[config.mk]
export PLATFORM = sky130hd
export DESIGN_NAME = pwm_ramp_ctrl
export DESIGN_NICKNAME = d
export VERILOG_FILES = /design/src/rtl/pwm_ramp_ctrl.sv
export SDC_FILE = /design/constraint.sdc
export NUM_CORES = 1
export LEC_CHECK = 0
export ABC_AREA = 0
export ABC_CLOCK_PERIOD_IN_PS = 2900
export BUFFER_PORTS_ARGS = -buffer_cell sky130_fd_sc_hd__buf_2
export CORE_MARGIN = 4
export CORE_UTILIZATION = 55
export DETAILED_ROUTE_END_ITERATION = 8
export GPL_ROUTABILITY_DRIVEN = 0
export PLACE_DENSITY = 0.77
export SLEW_MARGIN = 15
export SYNTH_ARGS = -nofsm -noshare
export SYNTH_HDL_FRONTEND = slang
export SYNTH_SLANG_ARGS = --single-unit
[constraint.sdc]
create_clock -name clk -period 2.9 [get_ports clk]
set_clock_uncertainty 0.2 [all_clocks]
set_input_delay 0.29 -clock clk [delete_from_list [all_inputs] [get_ports clk]]
set_output_delay 0.29 -clock clk [all_outputs]
set_load 0.02 [all_outputs]
[src/rtl/pwm_ramp_ctrl.sv]
// pwm_ramp_ctrl -- soft-start duty scheduler for the left/right wheel PWMs.
//
// Commands arrive over a valid/ready handshake. Each one is parked in a
// per-channel pending slot. The slot becomes the channel target on the next
// PWM period boundary. Each channel then slews its duty toward the target by
// STEP once every RAMP_PERIODS PWM periods. Because of this, a PWM period
// never sees a duty change in the middle of the period.
//
// Ports
//   clk         system clock
//   rst_n       asynchronous reset, active low
//   period_end  1-cycle pulse at PWM counter wrap (shared by both channels)
//   cmd_valid   command present
//   cmd_ready   pending slot of channel cmd_ch is free
//   cmd_ch      0 = left, 1 = right
//   cmd_duty    requested target duty (clamped to MAX_DUTY on accept)
//   duty_l/r    registered duty for the left/right PWM
//   at_tgt_l/r  registered: channel idle at its target, nothing pending
//   estop       emergency stop (present only when PWM_RAMP_ESTOP_EN is defined)
//
// Build option: define PWM_RAMP_ESTOP_EN to add the synchronous estop input.
module pwm_ramp_ctrl #(
  parameter int WIDTH        = 10,
  parameter int STEP         = 8,
  parameter int RAMP_PERIODS = 4,
  parameter int MAX_DUTY     = 1023
) (
  input  logic             clk,
  input  logic             rst_n,
  input  logic             period_end,
  input  logic             cmd_valid,
  output logic             cmd_ready,
  input  logic             cmd_ch,
  input  logic [WIDTH-1:0] cmd_duty,
  output logic [WIDTH-1:0] duty_l,
  output logic [WIDTH-1:0] duty_r,
  output logic             at_tgt_l,
  output logic             at_tgt_r
`ifdef PWM_RAMP_ESTOP_EN
  ,
  input  logic             estop
`endif
);

  typedef enum logic [1:0] {HOLD, UP, DOWN} state_t;

  localparam int               CW     = (RAMP_PERIODS > 1) ? $clog2(RAMP_PERIODS) : 1;
  localparam logic [CW-1:0]    LAST   = CW'(RAMP_PERIODS - 1);
  localparam logic [WIDTH-1:0] MAX_D  = WIDTH'(MAX_DUTY);
  localparam logic [WIDTH-1:0] STEP_W = WIDTH'(STEP);
  localparam logic [WIDTH:0]   STEP_D = (WIDTH + 1)'(STEP);

  logic             stop;
  logic [CW-1:0]    cnt_reg;
  logic             tick;
  logic             accept;
  logic [WIDTH-1:0] cmd_clamped;
  logic [WIDTH-1:0] duty_arr     [2];
  logic             pend_vld_arr [2];
  logic             at_tgt_arr   [2];

`ifdef PWM_RAMP_ESTOP_EN
  assign stop = estop;
`else
  assign stop = 1'b0;
`endif

  assign cmd_ready   = ~pend_vld_arr[cmd_ch] & ~stop;
  assign accept      = cmd_valid & cmd_ready;
  assign cmd_clamped = (cmd_duty > MAX_D) ? MAX_D : cmd_duty;
  assign tick        = period_end && (cnt_reg == LAST);

  // Count period_end pulses; the last one of each group is the ramp tick.
  always_ff @(posedge clk or negedge rst_n) begin
    if (!rst_n) begin
      cnt_reg <= '0;
    end else if (stop) begin
      cnt_reg <= '0;
    end else if (period_end) begin
      cnt_reg <= tick ? '0 : cnt_reg + CW'(1);
    end
  end

  genvar gi;
  generate
    for (gi = 0; gi < 2; gi++) begin : g_ch
      state_t           state_reg, state_next;
      logic [WIDTH-1:0] duty_reg, duty_next;
      logic [WIDTH-1:0] tgt_reg;
      logic [WIDTH-1:0] pend_reg;
      logic             pend_vld_reg;
      logic             at_tgt_reg;
      logic [WIDTH:0]   up_gap, dn_gap;

      // One extra bit, so each gap is exact when its direction applies.
      assign up_gap = {1'b0, tgt_reg} - {1'b0, duty_reg};
      assign dn_gap = {1'b0, duty_reg} - {1'b0, tgt_reg};

      // The FSM compares against the registered target. A pending copy in
      // the same cycle is therefore seen one cycle later.
      always_comb begin
        state_next = state_reg;
        duty_next  = duty_reg;
        case (state_reg)
          HOLD: begin
            if (duty_reg < tgt_reg)      state_next = UP;
            else if (duty_reg > tgt_reg) state_next = DOWN;
          end
          UP: begin
            if (duty_reg > tgt_reg)       state_next = DOWN;
            else if (duty_reg == tgt_reg) state_next = HOLD;
            else if (tick) begin
              if (up_gap <= STEP_D) begin
                duty_next  = tgt_reg;
                state_next = HOLD;
              end else begin
                duty_next = duty_reg + STEP_W;
              end
            end
          end
          DOWN: begin
            if (duty_reg < tgt_reg)       state_next = UP;
            else if (duty_reg == tgt_reg) state_next = HOLD;
            else if (tick) begin
              if (dn_gap <= STEP_D) begin
                duty_next  = tgt_reg;
                state_next = HOLD;
              end else begin
                duty_next = duty_reg - STEP_W;
              end
            end
          end
          default: state_next = HOLD;
        endcase
      end

      always_ff @(posedge clk or negedge rst_n) begin
        if (!rst_n) begin
          state_reg    <= HOLD;
          duty_reg     <= '0;
          tgt_reg      <= '0;
          pend_reg     <= '0;
          pend_vld_reg <= 1'b0;
          at_tgt_reg   <= 1'b1;
        end else if (stop) begin
          state_reg    <= HOLD;
          duty_reg     <= '0;
          tgt_reg      <= '0;
          pend_vld_reg <= 1'b0;
          at_tgt_reg   <= 1'b1;
        end else begin
          state_reg  <= state_next;
          duty_reg   <= duty_next;
          at_tgt_reg <= (state_reg == HOLD) && (duty_reg == tgt_reg) && !pend_vld_reg;
          // The slot is accepted only while empty and copied only while full,
          // so these two branches never compete for the slot.
          if (period_end && pend_vld_reg) begin
            tgt_reg      <= pend_reg;
            pend_vld_reg <= 1'b0;
          end else if (accept && (cmd_ch == 1'(gi))) begin
            pend_reg     <= cmd_clamped;
            pend_vld_reg <= 1'b1;
          end
        end
      end

      assign duty_arr[gi]     = duty_reg;
      assign pend_vld_arr[gi] = pend_vld_reg;
      assign at_tgt_arr[gi]   = at_tgt_reg;
    end
  endgenerate

  assign duty_l   = duty_arr[0];
  assign duty_r   = duty_arr[1];
  assign at_tgt_l = at_tgt_arr[0];
  assign at_tgt_r = at_tgt_arr[1];

endmodule

# After elaboration in Yosys (flattened, before gate mapping)
# Cells that the tools add are included.
# W data, S select, Z words.
[word_totals]
wordCells = 139
romBits = 0
latchBits = 0
ramBits = 0
ff_bits = 70
in_bits = 15
output_inout_bits = 23
mem_count = 0
[classes]
n_reduce_logical = 23
muxes = 49
n_mul = 0
n_eq_ne = 29
order_cmp = 10
add_sub_neg = 9
n_shift = 0
n_div = 0
n_bitwise = 6
[ops]
columns = ["operator", "n"]
rows = [
  ["$mux W10", 17],
  ["$le A11 B4 Y1 const B", 4],
  ["$sub A10 B10 Y11", 4],
  ["$mux W2", 21],
  ["$pmux W10 S2", 2],
  ["$ne A4 B4 Y1 const B", 8],
  ["$ne A2 B2 Y1 const B", 12],
  ["$add A10 B4 Y10 const B", 2],
  ["$eq A10 B10 Y1", 2],
  ["$gt A10 B10 Y1", 2],
  ["$lt A10 B10 Y1", 2],
  ["$sub A10 B4 Y10 const B", 2],
  ["$reduce_and A7 Y1", 2],
  ["$pmux W2 S3", 2],
  ["$gt A10 B10 Y1 const B", 1],
  ["$reduce_and A5 Y1", 2],
  ["$logic_and A1 B1 Y1", 9],
  ["$reduce_bool A2 Y1", 4],
  ["$mux W1", 7],
  ["$eq A2 B2 Y1 const B", 3],
  ["$ne A3 B3 Y1 const B", 2],
  ["$eq A2 B1 Y1 const B", 2],
  ["$logic_not A2 Y1", 2],
  ["$not A1 Y1", 4],
  ["6 further kinds", 8],
]

# Longest topological paths before layout
[logic_depth]
ltp_word = 9
mapped_depth = 13
depth_no_buf = 12

# Least setup slack after synthesis
# No wires, ideal clock.
[synth_timing]
path_kind = "flip-flop to flip-flop"
from = "register g_ch[0].duty_reg[5], in the netlist duty_l[5]"
to = "register g_ch[0].duty_reg[5], in the netlist duty_l[5]"
synth_period_minus_slack_ns = 3.219
setup_time_ns = 0.076
n_path_buf = 2
setup_slack_ns = -0.319
required_time_ns = 2.624
arrival_time_ns = 2.942
path_stages_with_launch = 13
path_cell_list = "dfrtp_1 clkbuf_1 inv_1 ha_1 clkbuf_1 o21ai_0 nand3b_1 o221a_2 o2111ai_1 o31ai_2 o21ai_0 a221o_1 o21ai_1"
[synth_between]
elab_chain_cells = 7
word_cells_on_any_way = 23
classes_between = "add/sub (4); order compare (4); eq/ne (5); mux (9); reduce/logical (1)"
[synth_lines]
columns = ["element", "line", "text"]
rows = [
  ["from (decl)", "88", "logic [WIDTH-1:0] duty_reg, duty_next;"],
  ["from (signal assigned)", "153", "duty_reg <= duty_next;"],
  ["$sub A10 B10 Y11, on equally long branches", "97, 96", ""],
  ["$le A11 B4 Y1, on equally long branches", "125, 113", ""],
  ["$mux W10, on equally long branches", "125, 113", ""],
  ["$mux W10, on equally long branches", "124, 112", ""],
  ["$mux W10, on equally long branches", "123, 111", ""],
  ["$mux W10, on equally long branches", "122, 110", ""],
  ["$pmux W10 S2", "104", "case (state_reg)"],
]
# Several ways; a longest one is shown, not always the timed one. The select of a mux whose other input is x is not followed.
# A chain may end at the register's enable or synchronous reset.

# Worst setup path after layout
[layout_timing]
from = "register g_ch[0].duty_reg[1], in the netlist duty_l[1]"
to = "register g_ch[0].duty_reg[5], in the netlist duty_l[5]"
# The elaborated chain is that of the path after synthesis.

==> results.txt <==
Final Non-Filler Cells = 824
Root Driver = clkbuf_8
Crit path arrival time = 3.17 ns
Peak VDD IR = 0.000555 V
largest area contributor in the netlist = dfrtp_1
CP max FO = 5
antenna-violating nets left = 0
site row count = 35
FF-to-FF Start = duty_l[1]
most common cell after layout, fill and taps aside = buf_4
Clk pwr share = 9.6%
crit start category = flip-flop
Die Ht = 105 um
origin of the worst setup path = duty_l[1]
fmax = 0.324 GHz
failing checks = setup timing
port bufs = 37
final slew viol count = 0
layout cells sized above 1 = 45.0%
Synth Area in XOR/XNOR = 2.21%
Max Cap Violations = 0
Avg Vias per Cell = 6.15
WL final = 15600 um
Die Wd = 105 um
dpl hpwl = 10800 um
largest net degree at the start of global routing = 30
most frequent cells in the layout = buf_4, dfrtp_1, mux2_2, inv_1, buf_2
Netlist cell types = 72
WHS Path Cells = 2
slowest cell on the critical path = or4b_4
worst hold path class = primary input to flip-flop
reg2reg path depth = 11
DRC = 0
R2R setup slack = -0.19 ns
Design Power = 7.86 mW
worst hold margin = 0.00927 ns
YS warnings = 0
leak pwr = 3.23 nW
Crit path buffers/inverters = 1
Final setup viols = 18
Sw Share = 46.3%
Comb pwr share = 70.4%
post-DR wirelength/cell = 18.9 um
Num CTS Buffers = 9
sum of negative setup slack = -2.20 ns
H-tree depth = 3
unrepaired setup endpoints after global routing = true
Worst Path Required = 2.98 ns
ys flop type = dfrtp_1
area grow syn2layout = 37.1%
largest family of logic cells by synthesized area = compound AO/OA/AOI/OAI gates
P_sw = 3.64 mW
sequential power share = 20.1%
Pint = 4.22 mW
crit path cell chain = inv_2 -> ha_4 -> nor2b_4 -> o211ai_1 -> a21oi_2 -> or4b_4 -> nand3_4 -> nor3_2 -> mux2_4 -> a221o_1 -> o21ai_2
DRT iter0 DRCs = 303
Adder-Cell Fraction of Synth Area = 11.3%
cell family with most CP delay = compound AO/OA/AOI/OAI gates
cell area power density = 1110 nW/um2
grt ovf = 0
share of the synthesized area in the top cell type = 33.1%
first-pass GRT wire length = 25300 um
core area = 9150 um2
Synth Instances = 552
Setup WS post-layout = -0.189 ns
Period minus WS final = 3.09 ns
CP endpoint kind = flip-flop
sequential cell area fraction in the yosys report = 34.1%
WP depth = 11
Worst-path clk slew = 0.08 ns
Compound-Gate Fraction of Synth Area = 19.4%
Setup Crit Path Kind = flip-flop to flip-flop
crit share post-route = 107%
outcome = complete, but fails checks
simple-gate share of the synthesized area = 15.7%
# clock sinks = 70
Synth Cell Area = 5140 um2
post-synthesis mux area share = 11.6%
Hold Vio Cnt, Final = 0
Synthesized Nets = 613
initial core utilization = 56.2%
CP peak stage delay = 0.56 ns
die footprint = 11000 um2
antenna violations before repair = 0
ys async rst share = 100%
Post-synth EDFFs = 0
Min-Delay Startpoint = cmd_duty[7]
Boundary Pins = 38
Final #Nets = 769
top post-synthesis cells by area = dfrtp_1, ha_1, mux2_2
Worst-Skew Late Latency = 0.37 ns
Reg-to-Reg End = duty_l[5]
Seq cells post-synth = 70
Mapped Avg Cell Area = 9.32 um2
hold endpoint = g_ch[1].pend_reg[7]
post-place setup slack = -0.334 ns
worst relative slew slack = 56.4%
Ant. Diodes = 0
CTS tree = done
detailed-route via count = 5064
worst slew pin tran = 0.654 ns
TritonRoute pass-1 iters = 5
Tot GR Track Use = 28.4%
CTS max path bufs = 2
placed cell count = 776
vias in the first global route = 5282
[stage by stage]
step	utilization, %	area [um2]
2_1_floorplan	-	5310
3_3_place_gp	67.9	6210
3_5_place_dp	67.9	6210
4_1_cts	74.9	6860
5_1_grt	77.0	7050
6_report	77.0	7050
[power groups by stage]
stage                     sequential (mW)  combinational (mW)  clock [mW]
after floorplan                      1.64                2.91           0
after global placement               1.55                4.35           0
after detailed placement             1.58                4.55           0
after CTS                            1.57                5.09       0.753
after global routing                 1.61                5.93       0.810
final                                1.58                5.53       0.752
[logic make-up (layout without fill, tap and decap cells)]
group           Yosys count  in the layout
simple gates            158            158
compound gates          144            144
flops                    70             70
buf+inv                  67            228
xor+xnor                 13             13
mux                      54             54
fa+ha+maj                46             46
[cells in the mapped netlist (5+ instances only)]
| library cell | count |
|---|---|
| dfrtp_1 | 68 |
| inv_1 | 49 |
| ha_1 | 45 |
| mux2_2 | 43 |
| nor2_1 | 38 |
| o21ai_0 | 33 |
| nand2_1 | 32 |
| a21oi_1 | 30 |
| nor3_1 | 20 |
| nand2b_1 | 15 |
| nand3_1 | 14 |
| mux2i_1 | 11 |
| clkbuf_1 | 8 |
| a211oi_1 | 7 |
| xor2_1 | 7 |
| and3_1 | 6 |
| o2111ai_1 | 6 |
| o21a_1 | 6 |
| xnor2_1 | 6 |
| a21o_1 | 5 |
| a22oi_1 | 5 |
| buf_2 | 5 |
| nor2b_1 | 5 |
[layout make-up]
type / instances / area [um2]
clock buffers: 10 / 128
clock inverters: 6 / 46.3
fillers: 574 / 2100
inverters: 49 / 184
multi-input cells: 415 / 3570
flip-flops and latches: 70 / 1770
well taps: 111 / 139
repair buffers: 163 / 1220
[worst max-delay path by stage]
| stage | endpoint | slack (ns) |
|---|---|---|
| floorplan | duty_r[6] | -0.20 |
| global placement | duty_l[5] | -0.26 |
| detailed placement | duty_l[5] | -0.33 |
| CTS | duty_l[5] | -0.14 |
| global route | duty_l[5] | -0.31 |
| finish | duty_l[5] | -0.19 |
[timing repair]
item / in CTS / in global routing
hold buffers: 8 / 1
buffers inserted: 17 / 7
endpoints found under the hold margin: 34 / 2
endpoints found under the setup margin: 21 / 22
gates resized for setup: 59 / 38
pin swaps: 29 / 26
[per-layer routing]
layer / up-vias / track usage, % / share of wire (%) / routed length (um)
li1: 2310 / - / - / -
met1: 2466 / 34.6 / 41 / 6330
met2: 235 / 48.0 / 50 / 7760
met3: 53 / 6.86 / 6.5 / 1010
met4: 0 / 12.7 / 3.1 / 476
met5: - / 0 / 0 / 0
[worst reg2reg max path, stage by stage (launching register included)]
cell	delay, ns
dfrtp_2	0.41
inv_2	0.08
ha_4	0.21
nor2b_4	0.13
o211ai_1	0.28
a21oi_2	0.13
or4b_4	0.56
nand3_4	0.09
nor3_2	0.05
mux2_4	0.32
a221o_1	0.37
o21ai_2	0.16
Note: power is estimated with default switching activity, not from simulation.
